===== config.mk =====
export PLATFORM = sky130hd
export DESIGN_NAME = seg7_bcd_scan
export DESIGN_NICKNAME = d
export VERILOG_FILES = /design/src/rtl/seg7_pkg.sv /design/src/rtl/seg7_decode.sv /design/src/rtl/seg7_bcd_scan.sv
export SDC_FILE = /design/constraint.sdc
export NUM_CORES = 1
export LEC_CHECK = 0
export CAP_MARGIN = 20
export CORE_MARGIN = 2
export CORE_UTILIZATION = 50
export CTS_CLUSTER_SIZE = 40
export DETAILED_ROUTE_END_ITERATION = 10
export PLACE_DENSITY = 0.75
export SKIP_CTS_REPAIR_TIMING = 1
export SLEW_MARGIN = 10
export SYNTH_ARGS = -nofsm -noshare
export SYNTH_HDL_FRONTEND = slang
export SYNTH_SLANG_ARGS = --single-unit

===== constraint.sdc =====
create_clock -name clk -period 5.4 [get_ports clk]
set_clock_uncertainty 0.05 [all_clocks]
set_input_delay 0.81 -clock clk [delete_from_list [all_inputs] [get_ports clk]]
set_output_delay 0.81 -clock clk [all_outputs]
set_load 0.02 [all_outputs]

===== src/rtl/seg7_pkg.sv =====
// Shared types and constants for the BCD scanner.
// Segment patterns are active-low, bit order g,f,e,d,c,b,a.
package seg7_pkg;

    typedef enum logic [1:0] {
        IDLE  = 2'd0,
        SHIFT = 2'd1,
        LATCH = 2'd2
    } state_t;

    localparam int DIGITS = 3;

    localparam logic [6:0] SEG_0     = 7'b1000000;
    localparam logic [6:0] SEG_1     = 7'b1111001;
    localparam logic [6:0] SEG_2     = 7'b0100100;
    localparam logic [6:0] SEG_3     = 7'b0110000;
    localparam logic [6:0] SEG_4     = 7'b0011001;
    localparam logic [6:0] SEG_5     = 7'b0010010;
    localparam logic [6:0] SEG_6     = 7'b0000010;
    localparam logic [6:0] SEG_7     = 7'b1111000;
    localparam logic [6:0] SEG_8     = 7'b0000000;
    localparam logic [6:0] SEG_9     = 7'b0010000;
    localparam logic [6:0] SEG_BLANK = 7'b1111111;

    localparam logic [3:0] AN_OFF = 4'b1111;

    // Double-dabble correction: every nibble of 5 or more gets +3 before the shift.
    function automatic logic [11:0] dabble_adjust(input logic [11:0] bcd);
        logic [11:0] res;
        res = bcd;
        for (int i = 0; i < DIGITS; i++) begin
            if (bcd[i*4 +: 4] >= 4'd5) begin
                res[i*4 +: 4] = bcd[i*4 +: 4] + 4'd3;
            end else begin
                res[i*4 +: 4] = bcd[i*4 +: 4];
            end
        end
        return res;
    endfunction

endpackage


===== src/rtl/seg7_decode.sv =====
// Combinational BCD digit to active-low 7-segment pattern; non-decimal codes are blank.
module seg7_decode
    import seg7_pkg::*;
(
    input  logic [3:0] bcd_i,
    output logic [6:0] seg_o
);

    // Pattern lookup.
    always_comb begin
        seg_o = SEG_BLANK;
        case (bcd_i)
            4'd0:    seg_o = SEG_0;
            4'd1:    seg_o = SEG_1;
            4'd2:    seg_o = SEG_2;
            4'd3:    seg_o = SEG_3;
            4'd4:    seg_o = SEG_4;
            4'd5:    seg_o = SEG_5;
            4'd6:    seg_o = SEG_6;
            4'd7:    seg_o = SEG_7;
            4'd8:    seg_o = SEG_8;
            4'd9:    seg_o = SEG_9;
            default: seg_o = SEG_BLANK;
        endcase
    end

endmodule


===== src/rtl/seg7_bcd_scan.sv =====
// Binary-to-BCD (sequential double-dabble) plus 3-digit multiplexed common-anode display.
// Optional macro SEG7_LEADING_ZERO_BLANK_EN darkens leading-zero hundreds/tens slots.
module seg7_bcd_scan
    import seg7_pkg::*;
#(
    parameter int N        = 8,
    parameter int SCAN_DIV = 100000
) (
    input  logic         clk,
    input  logic         reset,
    input  logic [N-1:0] din,
    output logic [6:0]   seg,
    output logic [3:0]   an,
    output logic         busy
);

    localparam int PW = $clog2(SCAN_DIV);

    state_t         state_q, state_d;
    logic [N-1:0]   sh_q, sh_d;
    logic [N-1:0]   cap_q, cap_d;
    logic [N-1:0]   last_q, last_d;
    logic [11:0]    bcd_q, bcd_d;
    logic [11:0]    disp_q, disp_d;
    logic [2:0]     cnt_q, cnt_d;
    logic           busy_q, busy_d;
    logic [11:0]    adj_s;

    logic [PW-1:0]  presc_q;
    logic [1:0]     idx_q;
    logic [3:0]     an_q;
    logic [6:0]     seg_q;
    logic [1:0]     idx_nxt_s;
    logic [3:0]     digit_s;
    logic [6:0]     dec_s;
    logic           blank_s;

    // Conversion FSM state register.
    always_ff @(posedge clk) begin
        if (reset) begin
            state_q <= IDLE;
            sh_q    <= '0;
            cap_q   <= '0;
            last_q  <= '0;
            bcd_q   <= 12'd0;
            disp_q  <= 12'd0;
            cnt_q   <= 3'd0;
            busy_q  <= 1'b0;
        end else begin
            state_q <= state_d;
            sh_q    <= sh_d;
            cap_q   <= cap_d;
            last_q  <= last_d;
            bcd_q   <= bcd_d;
            disp_q  <= disp_d;
            cnt_q   <= cnt_d;
            busy_q  <= busy_d;
        end
    end

    // Conversion FSM next-state logic.
    always_comb begin
        state_d = state_q;
        sh_d    = sh_q;
        cap_d   = cap_q;
        last_d  = last_q;
        bcd_d   = bcd_q;
        disp_d  = disp_q;
        cnt_d   = cnt_q;
        busy_d  = busy_q;
        adj_s   = 12'd0;
        case (state_q)
            IDLE: begin
                if (din != last_q) begin
                    cap_d   = din;
                    sh_d    = din;
                    bcd_d   = 12'd0;
                    cnt_d   = 3'd0;
                    busy_d  = 1'b1;
                    state_d = SHIFT;
                end else begin
                    state_d = IDLE;
                end
            end
            SHIFT: begin
                adj_s          = dabble_adjust(bcd_q);
                {bcd_d, sh_d}  = {adj_s[10:0], sh_q, 1'b0};
                cnt_d          = cnt_q + 3'd1;
                if (cnt_q == 3'd7) begin
                    state_d = LATCH;
                end else begin
                    state_d = SHIFT;
                end
            end
            LATCH: begin
                disp_d  = bcd_q;
                last_d  = cap_q;
                busy_d  = 1'b0;
                state_d = IDLE;
            end
            default: begin
                busy_d  = 1'b0;
                state_d = IDLE;
            end
        endcase
    end

    // Scan slot selection for the slot about to be shown.
    always_comb begin
        idx_nxt_s = 2'd0;
        digit_s   = 4'd0;
        blank_s   = 1'b0;
        if (idx_q == 2'(DIGITS - 1)) begin
            idx_nxt_s = 2'd0;
        end else begin
            idx_nxt_s = idx_q + 2'd1;
        end
        case (idx_nxt_s)
            2'd0:    digit_s = disp_q[3:0];
            2'd1:    digit_s = disp_q[7:4];
            default: digit_s = disp_q[11:8];
        endcase
`ifdef SEG7_LEADING_ZERO_BLANK_EN
        blank_s = ((idx_nxt_s == 2'd2) && (disp_q[11:8] == 4'd0)) ||
                  ((idx_nxt_s == 2'd1) && (disp_q[11:4] == 8'd0));
`else
        blank_s = 1'b0;
`endif
    end

    seg7_decode u_decode (
        .bcd_i (digit_s),
        .seg_o (dec_s)
    );

    // Prescaler, scan index and registered display drive; outputs only move on a slot change.
    always_ff @(posedge clk) begin
        if (reset) begin
            presc_q <= '0;
            idx_q   <= 2'd0;
            an_q    <= 4'b1110;
            seg_q   <= SEG_0;
        end else if (presc_q == PW'(SCAN_DIV - 1)) begin
            presc_q <= '0;
            idx_q   <= idx_nxt_s;
            an_q    <= blank_s ? AN_OFF : (AN_OFF & ~(4'b0001 << idx_nxt_s));
            seg_q   <= blank_s ? SEG_BLANK : dec_s;
        end else begin
            presc_q <= presc_q + PW'(1);
        end
    end

    assign seg  = seg_q;
    assign an   = an_q;
    assign busy = busy_q;

endmodule


# Word level (Yosys, flattened, before mapping)
# Memories as Yosys holds them, arrays and structs flattened. A register that Yosys moved wholly into a read port is not among the register bits.
# Index checks and enable logic that the tools add are counted.
# op_classes
add_sub_neg	6
n_lt_le_gt_ge	3
eq_ne	8
shifts	1
n_mux	16
bitwise	2
n_reduce_logical	7
# ops
op	n
12-bit one-hot mux with 2 select lines	1
17-bit by 1-bit adder with 17-bit output (second input constant)	1
17-bit equality test (second input constant)	1
8-bit one-hot mux with 2 select lines	1
4-bit by 3-bit >= comparator with 1-bit output (second input constant)	3
12-bit two-way mux	1
4-bit by 2-bit adder with 4-bit output (second input constant)	2
4-bit two-way mux	2
8-bit two-way mux	1
8-bit != test	1
4-bit one-hot mux with 2 select lines	1
3-bit two-way mux	2
3-bit one-hot mux with 2 select lines	1
2-bit AND reduction	3
2-bit by 1-bit equality test with 1-bit output (second input constant)	2
2-bit equality test (second input constant)	2
2-bit logical NOT	2
2-bit two-way mux	2
4-bit inverter	1
2-bit one-hot mux with 2 select lines	1
1-bit by 2-bit left shift with 4-bit output (first input constant)	1
3-bit by 1-bit adder with 3-bit output (second input constant)	1
3-bit by 2-bit adder with 3-bit output (second input constant)	1
3-bit equality test (second input constant)	1
other kinds (7)	8
# word_totals
register_bits	77
mem_bits_ro	112
output_inout_bits	12
word_cells	55
n_memories	1
# memory_table
memory	words	word_bits	rd	rd_clocked_by_memory_dff	write_ports	line_no	source
(no name shown)	16	7	1	1	0	seg7_decode.sv:12	case (bcd_i)

# Logic depth before layout (Yosys ltp)
# Gate-level depths: netlist of the first run.
# logic_depth
word_depth	4
depth_mapped	9
ltp_nobuf	7

# Hierarchy
# From an unflattened synthesis of the first run, not the netlist that was laid out.
# unflattened
hier_cells	451
hier_area_um2	3838.7
# modules_own_cells
mod	n_inst	cells_per_inst	area_each_um2
seg7_bcd_scan	1	418	3628.5
seg7_decode	1	33	210.2

# Worst setup path after synthesis of the first run
# No wires, ideal clock.
# synth_path
path_kind	flip-flop to flip-flop
start	register idx_q[0]
end	register seg_q[6], in the netlist seg[6]
setup_ns	0.125
t_arrival_ns	1.930
t_required_ns	5.225
slack_ns	3.296
stages_incl_launch_ff	9
path_cell_list	dfxtp_1 -> buf_6 -> mux2_2 -> mux2i_1 -> inv_1 -> ha_1 -> mux2_4 -> a211oi_1 -> o21ai_1
# synth_via
elab_chain_cells	4
elab_cells_between_ends	6
# synth_rtl
item	line_no	source
from (decl)	seg7_bcd_scan.sv:30	logic [1:0] idx_q;
from (signal assigned)	seg7_bcd_scan.sv:145	idx_q <= idx_nxt_s;
2-bit by 1-bit adder with 2-bit output or 2-bit equality test (tied branches)	seg7_bcd_scan.sv:116, seg7_bcd_scan.sv:113	
2-bit two-way mux (*)	seg7_bcd_scan.sv:113	if (idx_q == 2'(DIGITS - 1)) begin
2-bit by 1-bit equality test with 1-bit output or 2-bit logical NOT (tied branches)	seg7_bcd_scan.sv:118	case (idx_nxt_s)
4-bit one-hot mux with 2 select lines (*)	seg7_bcd_scan.sv:118	
to (decl)	seg7_bcd_scan.sv:32	logic [6:0] seg_q;
# Every way passes the cells marked *; elsewhere a longest branch is shown, timed or not.
# A chain may end at the register's enable or synchronous reset.

# Worst setup path after layout of the first run
# layout_path
start	input port din[7]
end	register bcd_q[9]
# layout_via
elab_chain_cells	3
# layout_rtl
item	line_no	source
from (decl)	seg7_bcd_scan.sv:11	input logic [N-1:0] din,
8-bit != test	seg7_bcd_scan.sv:74	if (din != last_q) begin
2-bit != test (no source line)	-	
2-bit AND reduction (no source line)	-	
to (signal assigned)	seg7_bcd_scan.sv:45	bcd_q <= 12'd0;
to (signal assigned)	seg7_bcd_scan.sv:54	bcd_q <= bcd_d;
to (decl)	seg7_bcd_scan.sv:23	logic [11:0] bcd_q, bcd_d;
# Every way passes these cells.

==> results of run 1 <==
-- final cells by class --
type | instances | area (um2)
Sequential cell | 84 | 1680
Timing Repair Buffer | 24 | 228
Tap cell | 99 | 124
Clock buffer | 9 | 124
Clock inverter | 7 | 80.1
Multi-Input combinational cell | 324 | 1910
Fill cell | 704 | 3110
Inverter | 10 | 37.5
-- stage by stage --
step           utilization, %  instances  power (W)
2_1_floorplan               -        443   0.000699
3_3_place_gp             54.5        541   0.000716
3_5_place_dp             54.5        541   0.000717
4_1_cts                  57.3        557    0.00118
5_1_grt                  57.3        557    0.00121
6_report                 57.3        557    0.00117
-- registers in the layout, summed over array words and instances, names as in the netlist --
name,flops
idx_q,2
busy,1
an,4
state_q,2
cnt_q,3
seg,7
last_q,8
presc_q,17
disp_q,12
cap_q,8
sh_q,8
bcd_q,12
-- worst paths after layout --
kind / start / slack (ps) / endpoint
max: din[7] / 2880 / bcd_q[9]
min: an[3] / 400 / an[3]
min reg2reg: an[3] / 400 / an[3]
max reg2reg: idx_q[0] / 2960 / seg[6]
-- kinds of logic (layout without fill, tap and decap cells) --
logic type      Yosys count  count (layout)  share of synthesized area (%)
xor+xnor                 28              28                           6.50
compound gates           84              84                           12.7
mux                      11              11                           3.91
fa+ha+maj                12              12                           3.98
buf+inv                  35              50                           4.88
simple gates            189             189                           23.4
flops                    84              84                           44.6
-- cells in the final DEF, fill, tap and decap left out, drive strengths merged, types with 9 or more instances in the layout --
| master | count |
|---|---|
| dfxtp | 84 |
| nand2 | 81 |
| a21oi | 50 |
| nor2 | 35 |
| nand3 | 32 |
| xor2 | 23 |
| clkdlybuf4s50 | 20 |
| a31oi | 15 |
| inv | 14 |
| ha | 12 |
| o21ai | 10 |
| clkbuf | 9 |
-- report_power, final --
group | switching, W | internal (W)
clock | 0.000245 | 0.000221
combinational | 0.0000406 | 0.0000212
sequential | 0.00000861 | 0.000632
-- cells in the mapped netlist (all sizes together) (4+ instances only) --
library cell	n
o21ai	10
dfxtp	84
clkbuf	14
nand4	4
mux2	4
ha	12
nor3	8
xor2	23
a31oi	15
nand2b	7
xnor2	5
mux2i	7
and2	5
nor2	35
nand3	32
buf	11
nand2	81
inv	10
a21oi	50
-- layer usage --
metal  part of all wire, %  vias to the layer above  global-route usage (%)
met5                     0                        -                       0
met4                   1.0                        0                    7.07
met3                   3.9                        7                    3.67
met2                    48                       52                    29.3
met1                    48                     1401                    24.3
li1                      -                     1519                       -
==> metrics.cfg, run 1 <==
[placed_design]
gp_congestion = 0.838
port_buffers = 21
dpl_cell_area_um2 = 3980
place_ws_ps = 2530
hpwlAfterDp_um = 4770

[sta]
tns_ps = 0
period_minus_slack_ps = 2520
finalCritPeriodShare_pct = 46.7
drv_slew = 0
rsz0062_at_grt = false
setup_ws_ps = 2880
setup_violations = 0
timing.hold.ws_ps = 401
worst_pin_slew_ps = 1030
hold_viol_final = 0
timing.fmax_mhz = 396
relSlewSlack_pct = 31.4

[final_layout]
stdcell_area_um2 = 4180
final_layout_size_suffix_gt1_share_pct = 7.42
syn2layout_area_growth_pct = 10.8
n_antenna_cell = 0
nets = 475

[floorplan]
boundaryPins = 22
die_x_um = 90.9
die_h_um = 90.9
die_area_um2 = 8260
start_util_pct = 51.7
num_rows = 31
core-area_um2 = 7290

[yosys]
syn_area_um2 = 3770
synth_top_area_cell = dfxtp_1
dominantRegCellSynth = dfxtp_1
ys_seq_area_share_pct = 44.6
syn-num-nets = 465
synth-edff-count = 0
ys_warn_count = 0
yosysTopAreaCellShare_pct = 44.6
async_flop_share_pct = 0
yosys-top-cells-area = dfxtp_1, nand2_1, a21oi_1
synthCells = 443
synth_cell_type_count = 43
ys_seq_elements = 84
synth.avg_cell_area_um2 = 8.52

[setup_path]
cp_slowest_cell = a211o_2
critical_path.top_delay_family = compound AO/OA/AOI/OAI gates
max_stage_delay_ps = 570
cp_cell_sequence = clkdlybuf4s50_1, xor2_1, nor4_2, a211o_2, nand3_1, a21oi_1
r2r_cells = 7
path_class = in -> reg
cp_max_fo = 32
cp_num_cells = 6
path_buf_inv = 1
worstPathArrival_ps = 2740
end_kind = register
required_ps = 5620
start_kind = primary input

[global_routing]
grt_pass1_wl_um = 12600
grt_overflow = 0
grt_pass1_vias = 2804
antenna_found_initial = 0
grt_usage_pct = 18.3
grt_max_degree = 63

[min_path]
hold_class = reg -> reg
whs_path_depth = 1

[clock_network]
cts_tree = done
numCtsBuffers = 9
clk_pin_slew_ps = 80
clk_latency_ps = 360
root_buffer = clkbuf_8
clkSinkCount = 84
cts.htree.levels = 3
clock_tree.buffer_depth = 2

[power_and_ir_drop]
ir_drop_mv = 0.139
p_leak_nw = 1.53
p_per_area_nw_per_um2 = 279

[routing]
ant_nets = 0
avgViaCountPerCell = 5.35
via_count = 2979
drt-wirelength-per-cell_um = 12.8
drc = 0
first_pass_iters = 4
wl_um = 7130
drtIter0Drc = 152

[flow_run]
maxCapViolations = 0

[status]
status = completed

Power figures use the tool's default switching activity.
==> inputs of run 2 (changes only) <==
Settings changed: PLACE_DENSITY 0.75 to 0.77.
Clock period 5.4 ns to 2.1 ns, I/O delays scaled along.
==> run 2 against run 1 <==
Clock-buffer cell count grew 3. Largest cell class unchanged. Combinational power grew to 3.0 times the previous value. Die area stayed put.
==> metrics.cfg, run 2 (synthesis gave the netlist of run 1 again) <==
[status]
status = completed  ; unchanged

[setup_path]
r2r_slack_ps = 140  ; was 2960 ps
rr_startpoint = idx_q[0]  ; unchanged
required_ps = 2280  ; was 5620 ps
cp_max_fo = 3  ; was 32
r2r_cells = 7  ; unchanged
start_kind = register  ; was primary input
end_kind = register  ; unchanged
worstPathArrival_ps = 2140  ; was 2740 ps
path_class = reg -> reg  ; was in -> reg
crit_start = idx_q[0]  ; was din[7]
r2r_end = seg[6]  ; unchanged

[min_path]
whs_path_depth = 2  ; was 1
hold_class = in -> reg  ; was reg -> reg
min_to = seg[5]  ; was an[3]
hp-start = reset  ; was an[3]

[routing]
via_count = 3090  ; was 2979
drc = 0  ; unchanged
drt-wirelength-per-cell_um = 13.1  ; was 12.8 um
first_pass_iters = 4  ; unchanged
ant_nets = 0  ; unchanged
avgViaCountPerCell = 5.40  ; was 5.35
drtIter0Drc = 184  ; was 152
wl_um = 7510  ; was 7130 um

[global_routing]
grtUsageMet3_pct = 3.09  ; was 3.67%
grt_overflow = 0  ; unchanged
grt_max_degree = 59  ; was 63
grt_use_met2_pct = 31.0  ; was 29.3%
grt_pass1_vias = 2910  ; was 2804
use_met1_pct = 24.8  ; was 24.3%
antenna_found_initial = 0  ; unchanged
grt_usage_pct = 19.1  ; was 18.3%
busiest_layer = met2  ; unchanged
grt_pass1_wl_um = 13000  ; was 12600 um

[sta]
setup_violations = 0  ; unchanged
period_minus_slack_ps = 1960
rsz0062_at_grt = false  ; unchanged
finalCritPeriodShare_pct = 93.1
tns_ps = 0  ; unchanged
timing.fmax_mhz = 511
drv_slew = 0  ; unchanged
relSlewSlack_pct = 60.9  ; was 31.4%
hold_viol_final = 0  ; unchanged
worst_pin_slew_ps = 587  ; was 1030 ps

[final_layout]
postLayoutCoreUtil_pct = 59.0  ; was 57.3%
final_common_cell = dfxtp_1  ; unchanged
nets = 490  ; was 475
final_layout_size_suffix_gt1_share_pct = 9.94  ; was 7.42%
largest_reg_flops = 17  ; unchanged
top_regs = presc_q x17, bcd_q x12, disp_q x12  ; unchanged
regMostFlops = presc_q  ; unchanged
syn2layout_area_growth_pct = 14.1  ; was 10.8%
n_fill_cell = 649  ; was 704
final_cell_mix = dfxtp_1, nand2_1, a21oi_1, nor2_1, nand3_1  ; unchanged
n_antenna_cell = 0  ; unchanged

[floorplan]
start_util_pct = 51.7  ; unchanged
boundaryPins = 22  ; unchanged
die_h_um = 90.9  ; unchanged
die_x_um = 90.9  ; unchanged
num_rows = 31  ; unchanged
core-area_um2 = 7290  ; unchanged
die_area_um2 = 8260  ; unchanged

[clock_network]
clk_pin_slew_ps = 80  ; about the same
clk_latency_ps = 350  ; was 360 ps
clkSinkCount = 84  ; unchanged
root_buffer = clkbuf_8  ; unchanged
clock_tree.buffer_depth = 2  ; unchanged
numCtsBuffers = 9  ; unchanged
cts.htree.levels = 3  ; unchanged
cts_tree = done  ; unchanged

[flow_run]
maxCapViolations = 0  ; unchanged

[placed_design]
hpwlAfterDp_um = 5170  ; was 4770 um
port_buffers = 21  ; unchanged
gp_congestion = 0.862  ; was 0.838

[power_and_ir_drop]
p_per_area_nw_per_um2 = 681  ; was 279 nW/um2
ir_drop_mv = 0.274  ; was 0.139 mV
p_leak_nw = 1.60  ; was 1.53 nW

[run 2: cell count changes in the layout (fill, tap and decap cells not counted)]
cell / before / now
clkinvlp_4: 1 / 2
inv_8: 1 / 0
buf_12: 0 / 2
clkbuf_1: 0 / 3
buf_4: 3 / 16
mux2i_1: 5 / 4
inv_6: 3 / 0
mux2i_2: 0 / 1
[run 2: how the worst max path moves through the flow]
stage | cells after the start | endpoint
5_1_grt | 6 | presc_q[16]
2_1_floorplan | 8 | seg[6]
4_1_cts | 7 | seg[6]
3_3_place_gp | 8 | sh_q[3]
6_report | 7 | seg[6]
3_5_place_dp | 8 | sh_q[3]
[run 2: layout make-up]
type                    instances  area [um2]  area share (%)
inverters                      10        37.5           0.872
clock buffers                  12         135            3.14
repair buffers                 39         365            8.49
clock inverters                 4        50.0            1.16
flip-flops and latches         84        1680            39.1
multi-input cells             324        1910            44.4
well taps                      99         124            2.88
[run 2: stage by stage]
step / worst slack (ps) / instances / hold slack (ps) / cell area [um2] / total power [W]
floorplan: 48.8 / 443 / 380 / 3780 / 0.00180
CTS: 131 / 572 / 122 / 4300 / 0.00295
detailed placement: 49.1 / 556 / 378 / 4120 / 0.00187
global placement: 80.0 / 556 / 382 / 4120 / 0.00186
global route: 48.4 / 572 / 132 / 4300 / 0.00303
finish: 144 / 572 / 126 / 4300 / 0.00293
[run 2: report_power, final]
part | total [W] | internal (W) | switching, W
sequential | 0.00165 | 0.00163 | 0.0000234
combinational | 0.000184 | 0.0000731 | 0.000110
clock | 0.00110 | 0.000549 | 0.000548
[run 2: routing by layer]
layer,share of wire [%],vias up
met5,0,-
met4,1.8,0
met3,5.0,9
met2,47,60
met1,46,1465
li1,-,1556
[run 2: critical path, stage by stage, from the launching register on]
cell and delay (ps):
dfxtp_1 370, mux2_2 360, mux2i_2 170, inv_1 100, ha_1 220, mux2_4 260
a211oi_1 230, o21ai_1 80
